`src/rtl/mem2_stage_pkg.sv`:
```
// Shared widths, bus layouts and LSU encodings for the MEM2 pipeline stage.
// Includes the alignment rule used by both the stage and its consumers.
package mem2_stage_pkg;

  localparam int unsigned STALL_WD     = 8;
  localparam int unsigned LSU_WD       = 8;
  localparam int unsigned MEM12MEM2_WD = 149;
  localparam int unsigned MEM22WB_WD   = 102;
  localparam int unsigned BYPASS_WD    = 38;

  localparam int unsigned STALL_OWN  = 5;
  localparam int unsigned STALL_DOWN = 6;

  // lsu_op one-hot bit positions, MSB first: {lb, lbu, lh, lhu, lw, sb, sh, sw}
  localparam int unsigned LSU_LB  = 7;
  localparam int unsigned LSU_LBU = 6;
  localparam int unsigned LSU_LH  = 5;
  localparam int unsigned LSU_LHU = 4;
  localparam int unsigned LSU_LW  = 3;
  localparam int unsigned LSU_SB  = 2;
  localparam int unsigned LSU_SH  = 1;
  localparam int unsigned LSU_SW  = 0;

  // sel_rf_res[0] picks load data; bits [2:1] are reserved
  localparam int unsigned SEL_RF_LOAD = 0;

  typedef struct packed {
    logic [LSU_WD-1:0] lsu_op;
    logic [3:0]        data_ram_sel;
    logic [2:0]        sel_rf_res;
    logic              rf_we;
    logic [4:0]        rf_waddr;
    logic [31:0]       ex_result;
    logic [31:0]       pc;
    logic [31:0]       inst;
    logic [31:0]       sram_rdata;
  } mem12mem2_t;

  function automatic logic misaligned(input logic [LSU_WD-1:0] lsu_op,
                                      input logic [1:0]        offset);
    logic half_acc;
    logic word_acc;
    half_acc = lsu_op[LSU_LH] | lsu_op[LSU_LHU] | lsu_op[LSU_SH];
    word_acc = lsu_op[LSU_LW] | lsu_op[LSU_SW];
    return (half_acc & offset[0]) | (word_acc & (|offset));
  endfunction

endpackage

```
`src/rtl/mem2_stage_load_align.sv`:
```
// Extracts and extends load data from a 32-bit SRAM word by access type and offset.
// Non-load ops pass the raw word through; the stage only uses it for loads.
module load_align
  import mem2_stage_pkg::*;
(
  input  logic [LSU_WD-1:0] i_lsu_op,
  input  logic [1:0]        i_offset,
  input  logic [31:0]       i_rdata,
  output logic [31:0]       o_data
);

  logic [7:0]  w_byte;
  logic [15:0] w_half;
  logic        w_unused_store;

  assign w_byte = 8'(i_rdata >> {i_offset, 3'b000});
  assign w_half = 16'(i_rdata >> {i_offset[1], 4'b0000});

  assign w_unused_store = ^{i_lsu_op[LSU_SB], i_lsu_op[LSU_SH], i_lsu_op[LSU_SW]};

  always_comb begin
    o_data = i_rdata;
    if (i_lsu_op[LSU_LB]) begin
      o_data = {{24{w_byte[7]}}, w_byte};
    end else if (i_lsu_op[LSU_LBU]) begin
      o_data = {24'h000000, w_byte};
    end else if (i_lsu_op[LSU_LH]) begin
      o_data = {{16{w_half[15]}}, w_half};
    end else if (i_lsu_op[LSU_LHU]) begin
      o_data = {16'h0000, w_half};
    end
  end

endmodule

```
`src/rtl/mem2_stage.sv`:
```
// MEM2 pipeline stage: registers the MEM1 bus, aligns load data, flags misaligned
// accesses, drives writeback/bypass buses and counts retiring instructions.
module mem2_stage
  import mem2_stage_pkg::*;
#(
  parameter int unsigned CNT_WD = 64
) (
  input  logic                    clk,
  input  logic                    rst,
  input  logic [STALL_WD-1:0]     stall,
  input  logic [MEM12MEM2_WD-1:0] mem12mem2_bus,
  output logic [MEM22WB_WD-1:0]   mem22wb_bus,
  output logic [BYPASS_WD-1:0]    mem22rf_bus,
  output logic                    misalign_err,
  output logic [CNT_WD-1:0]       retire_cnt
);

  mem12mem2_t        r_stage;
  mem12mem2_t        w_in;
  logic [CNT_WD-1:0] r_retire_cnt;
  logic              w_stall_own;
  logic              w_stall_down;
  logic              w_valid;
  logic              w_misalign;
  logic              w_rf_we;
  logic [31:0]       w_load_data;
  logic [31:0]       w_rf_wdata;
  logic              w_unused_bits;

  assign w_in         = mem12mem2_t'(mem12mem2_bus);
  assign w_stall_own  = stall[STALL_OWN];
  assign w_stall_down = stall[STALL_DOWN];

  // Bubble takes priority over hold when this stage stalls but downstream moves.
  always_ff @(posedge clk) begin
    if (rst) begin
      r_stage <= '0;
    end else if (w_stall_own && !w_stall_down) begin
      r_stage <= '0;
    end else if (!w_stall_own) begin
      r_stage <= w_in;
    end
  end

  assign w_valid = |r_stage.inst;

  // A held instruction is counted only on the edge where it leaves.
  always_ff @(posedge clk) begin
    if (rst) begin
      r_retire_cnt <= '0;
    end else if (w_valid && !w_stall_down) begin
      r_retire_cnt <= r_retire_cnt + CNT_WD'(1);
    end
  end

  load_align u_load_align (
    .i_lsu_op (r_stage.lsu_op),
    .i_offset (r_stage.ex_result[1:0]),
    .i_rdata  (r_stage.sram_rdata),
    .o_data   (w_load_data)
  );

  assign w_misalign = misaligned(r_stage.lsu_op, r_stage.ex_result[1:0]);
  assign w_rf_wdata = r_stage.sel_rf_res[SEL_RF_LOAD] ? w_load_data : r_stage.ex_result;
  assign w_rf_we    = r_stage.rf_we & (|r_stage.rf_waddr) & ~w_misalign;

  assign mem22wb_bus  = {w_rf_we, r_stage.rf_waddr, w_rf_wdata, r_stage.pc, r_stage.inst};
  assign mem22rf_bus  = {w_rf_we, r_stage.rf_waddr, w_rf_wdata};
  assign misalign_err = w_misalign;
  assign retire_cnt   = r_retire_cnt;

  assign w_unused_bits = ^{r_stage.data_ram_sel, r_stage.sel_rf_res[2:1],
                           stall[STALL_WD-1:STALL_DOWN+1], stall[STALL_OWN-1:0]};

endmodule

```
`config.mk`:
```
export PLATFORM = sky130hd
export DESIGN_NAME = mem2_stage
export DESIGN_NICKNAME = d
export VERILOG_FILES = /design/src/rtl/mem2_stage_pkg.sv /design/src/rtl/mem2_stage_load_align.sv /design/src/rtl/mem2_stage.sv
export SDC_FILE = /design/constraint.sdc
export NUM_CORES = 1
export LEC_CHECK = 0
export BUFFER_PORTS_ARGS = -buffer_cell sky130_fd_sc_hd__buf_4
export CAP_MARGIN = 30
export CORE_ASPECT_RATIO = 0.5
export CORE_MARGIN = 5
export CORE_UTILIZATION = 50
export DETAILED_ROUTE_END_ITERATION = 6
export PLACE_DENSITY = 0.8
export SLEW_MARGIN = 0
export SYNTH_ARGS = -nofsm -noshare
export SYNTH_HDL_FRONTEND = slang
export SYNTH_SLANG_ARGS = --single-unit
```
`constraint.sdc`:
```
create_clock -name clk -period 6.4 [get_ports clk]
set_input_delay 0.32 -clock clk [delete_from_list [all_inputs] [get_ports clk]]
set_output_delay 0.32 -clock clk [all_outputs]
set_load 0.1 [all_outputs]
```
==> metrics list <==
- Most used cell, CP: sky130_fd_sc_hd__mux2i_1
- For this block, the via count after detailed routing is 8,802.
- Cell Area, Synth: 0.0102 mm²
- CTS built an H-tree with a depth of 1.
* Count of inserted antenna diode cells: 0
- On the final layout, the worst clock skew is 16.6 ps.
- Proportion of power drawn by flip-flops and latches: 0.399
* Post-CTS Setup Inserts: 0
- First-iteration detailed-routing DRC count: 638
* Power per unit of standard cell area: 268 mW/mm²
* Root Buffer Master: sky130_fd_sc_hd__clkbuf_16
- The share of synthesized area in the top cell type comes to 0.405.
- Counting every instance in the synthesized netlist gives 1,129.
- Met1 layer wirelength in the final routing: 12.4 mm
* Leakage power summed over all cells: 5.66 nW
- TritonCTS built the clock tree.
- Counting flops with an async set or reset pin after synthesis yields a share of 0.
- Die Outline Area: 0.0235 mm²
- For this run, the detailed router's first-pass iteration total came to 5.
- Overflow left after global routing: 0
* Run status: complete, no violations
* Final wirelength: 29.3 mm
* Total cell area at the placement stage: 0.0121 mm²
* Total count of hold-check failures in the final report: 0
* Top-count cell post-synth: sky130_fd_sc_hd__dfxtp_1
- In the detailed route, the total length drawn on met2 is 15.0 mm.
* Standard cell with the maximum stage delay on the critical path: sky130_fd_sc_hd__dfxtp_1
- Summed over all instances, the cell type with the most area after synthesis is sky130_fd_sc_hd__dfxtp_1.
- Transition time at the pin with the least slew margin: 1070 ps
* Worst path arrival time: 3310 ps
* Floorplan row count: 36
- For this configuration, the core starts out at a cell density of 0.516.
- Die height: 111 µm
- The signal on the critical path passes through mux2i_1 -> mux2i_1 -> a21boi_2 -> o21ai_0 -> o21a_1 -> buf_4.
* Cell area after layout: 0.0128 mm²
* Number of buffers created by CTS: 20
- At the end of routability-driven placement, the weighted congestion stood at 0.838.
- Of the synthesized area, sequential elements account for 0.405.
- Setup violations remaining at the end of the flow were counted as 0.
- Sorting the synthesized cells by area gives the leading types as sky130_fd_sc_hd__dfxtp_1 (40%), sky130_fd_sc_hd__mux2i_1 (16%), sky130_fd_sc_hd__buf_4 (8.0%).
- STA classifies the critical path endpoint as a primary output.
- Number of primary I/O pins: 364
- Based on the critical path, the design can be clocked at up to 0.276 GHz.
- Count of final max-slew check failures: 0
- Setup repair after global routing missed its margin: false
- Final setup margin: 2770 ps
- Clock latency of the later-clocked register in the worst-skew pair: 490 ps
* Maximum number of pins on one net before global-route repair: 94
- Number of antenna violations at the first check in global routing: 0
- After detailed routing, the met3 layer carries 1.21 mm of wire.
* Total of warnings raised by yosys: 0
- Relative slew slack: 0.283
- Number of global-route vias before repair: 8,509
* Part of the total power dissipated in the clock network: 0.360
* Net switching share of the total power: 0.334
- The total area inside the core boundary comes to 0.0197 mm².
- Dividing the detail-routed via count by the number of cells gives 5.48.
- Critical Path Max Stage Delay: 810 ps
- The clock period could shrink to 3630 ps.
- Of the total power, combinational logic draws 0.241.
- Sum of negative setup slack: 0 ps
- Yosys cell types: 53
* Share of layout cells above drive strength 1: 0.315
* Required time of the critical path: 6080 ps
- After synthesis the netlist holds a flip-flop and latch count of 206.
- IR analysis of the VDD net gives a maximum drop of 0.169 mV.
* Crit share post-route: 0.567
- Once detailed placement completed, the half-perimeter wirelength came to 21.7 mm.
- The first global-routing pass estimated 46.0 mm of wire.
- Dividing the synthesized area by the synthesized cell count gives 9.02 µm².
- Hold crit path type: in -> reg
* Reported max-cap violation count: 0
- Number of remaining DRC errors: 0
- Area growth from synthesis to layout: 25.8%
* Count of flip-flops with a built-in enable after synthesis: 0
- Highest routing layer actually used: met4
- Clk sink count: 206
- GRT Overall Usage: 0.235
- Measured along the x axis, the die boundary spans 212 µm.
- DR WL/cell: 18.3 µm
- Final antenna-violating net count: 0
- The clock passes through at most 3 buffers.
- For this run, the post-layout net count is 1,489.
- For this design the total switching power over the nets is 1.15 mW.
* Post-CTS sizing: 0
- Prevailing post-synth register cell: sky130_fd_sc_hd__dfxtp_1
* Port Buffer Count: 350
- The number of nets in the synthesized netlist is 1,289.
- Top cells by instance count after synthesis: sky130_fd_sc_hd__dfxtp_1 (206), sky130_fd_sc_hd__nor2_1 (171), sky130_fd_sc_hd__mux2i_1 (164)
- STA classifies the critical path startpoint as a register.
- Cell internal pwr: 2.28 mW
- Maximum fanout encountered on the critical timing path: 24
* Number of buffers inserted for hold repair after clock tree synthesis: 0
- Before CTS, the worst setup slack after placement is 3260 ps.
* Clock transition at the registers of the reported paths: 70 ps
- Critical path class: reg -> out
## per-stage QoR
| step | util | total power [mW] | std cells | hold WS [ps] |
|---|---|---|---|---|
| floorplan | - | 2.06 | 1129 | 455 |
| global placement | 0.613 | 2.21 | 1571 | 460 |
| detailed placement | 0.615 | 2.22 | 1573 | 477 |
| CTS | 0.650 | 3.46 | 1607 | 45.3 |
| global route | 0.650 | 3.54 | 1607 | 52.7 |
| finish | 0.650 | 3.43 | 1607 | 60.8 |
## area by class of cell
cell class	instances	area, µm²
Multi-Input combinational cell	737	4940
Fill cell	1639	6910
Sequential cell	206	4120
Inverter	7	26.3
Timing Repair Buffer	357	2710
Clock inverter	4	73.8
Clock buffer	30	609
Tap cell	266	333
## worst paths after layout
path	startpoint	endpoint	slack (ps)	depth (start not counted)
hold reg to reg	retire_cnt[63]$_SDFFE_PP0P_	retire_cnt[63]$_SDFFE_PP0P_	490	2
setup / recovery	r_stage[97]$_SDFFE_PP0N_	mem22wb_bus[89]	2770	6
hold / removal	mem12mem2_bus[37]	mem22wb_bus[5]$_SDFFE_PP0N_	60	3
setup reg to reg	mem22wb_bus[31]$_SDFFE_PP0N_	retire_cnt[41]$_SDFFE_PP0P_	3390	6
## kinds of logic after synthesis
| family | after synthesis | synth area share |
|---|---|---|
| AOI/OAI and AO/OA | 191 | 0.113 |
| xor gates and xnor gates | 12 | 0.0103 |
| adders and majority gates | 1 | 0.00123 |
| buffers and inverters | 186 | 0.112 |
| DFF | 206 | 0.405 |
| muxes | 181 | 0.185 |
| and+or+nand+nor | 352 | 0.173 |
## flip-flops by register name, indices dropped and copies added (netlist names)
register and count:
mem22wb_bus 64, mem22rf_bus 5, r_stage 73, retire_cnt 64
## power groups by stage
stage	Sequential, mW	Combinational (mW)	Clock, mW
5_1_grt	1.38	0.857	1.31
6_report	1.37	0.825	1.24
2_1_floorplan	1.39	0.670	0
3_3_place_gp	1.40	0.814	0
3_5_place_dp	1.40	0.826	0
4_1_cts	1.37	0.828	1.26
## layer usage
metal	track usage	up-vias
met5	0	-
met1	0.307	4227
met2	0.417	213
met3	0.0291	45
met4	0.0549	0
li1	-	4317
## placed cells by master, fill, tap and decap left out, types with 2 or more instances in the layout
cell type,netlist,final
sky130_fd_sc_hd__xnor2_1,7,7
sky130_fd_sc_hd__or2_2,4,4
sky130_fd_sc_hd__nand3_1,19,19
sky130_fd_sc_hd__or4_1,33,33
sky130_fd_sc_hd__o21ai_0,49,49
sky130_fd_sc_hd__a21oi_1,66,66
sky130_fd_sc_hd__nor4_1,14,14
sky130_fd_sc_hd__clkbuf_1,62,4
sky130_fd_sc_hd__and3_1,5,5
sky130_fd_sc_hd__buf_4,108,354
sky130_fd_sc_hd__or4_2,2,2
sky130_fd_sc_hd__a211oi_1,2,2
sky130_fd_sc_hd__nor3_1,5,5
sky130_fd_sc_hd__mux4_2,5,5
sky130_fd_sc_hd__o31ai_1,33,33
sky130_fd_sc_hd__bufinv_16,0,2
sky130_fd_sc_hd__clkbuf_16,0,21
sky130_fd_sc_hd__and4_1,4,4
sky130_fd_sc_hd__xor2_1,5,5
sky130_fd_sc_hd__nand2_1,42,42
sky130_fd_sc_hd__nor2_1,171,171
sky130_fd_sc_hd__clkbuf_8,1,6
sky130_fd_sc_hd__mux2_2,12,12
sky130_fd_sc_hd__mux2i_1,164,164
sky130_fd_sc_hd__o21a_1,24,24
sky130_fd_sc_hd__inv_1,7,7
sky130_fd_sc_hd__nor2b_1,6,6
sky130_fd_sc_hd__nand4_1,21,21
sky130_fd_sc_hd__dfxtp_1,206,206
sky130_fd_sc_hd__o2111ai_1,4,4
sky130_fd_sc_hd__nand4_4,2,2
sky130_fd_sc_hd__or3_1,14,14
sky130_fd_sc_hd__a2111oi_0,2,2
sky130_fd_sc_hd__o211ai_1,5,5
## worst max-delay path, delay by kind of cell, from the launching register on
kind / cells / cell delay (ps)
buffers and inverters: 1 / 230
muxes: 2 / 570
DFF: 1 / 810
AOI/OAI and AO/OA: 3 / 1220
Power figures use the tool's default switching activity.
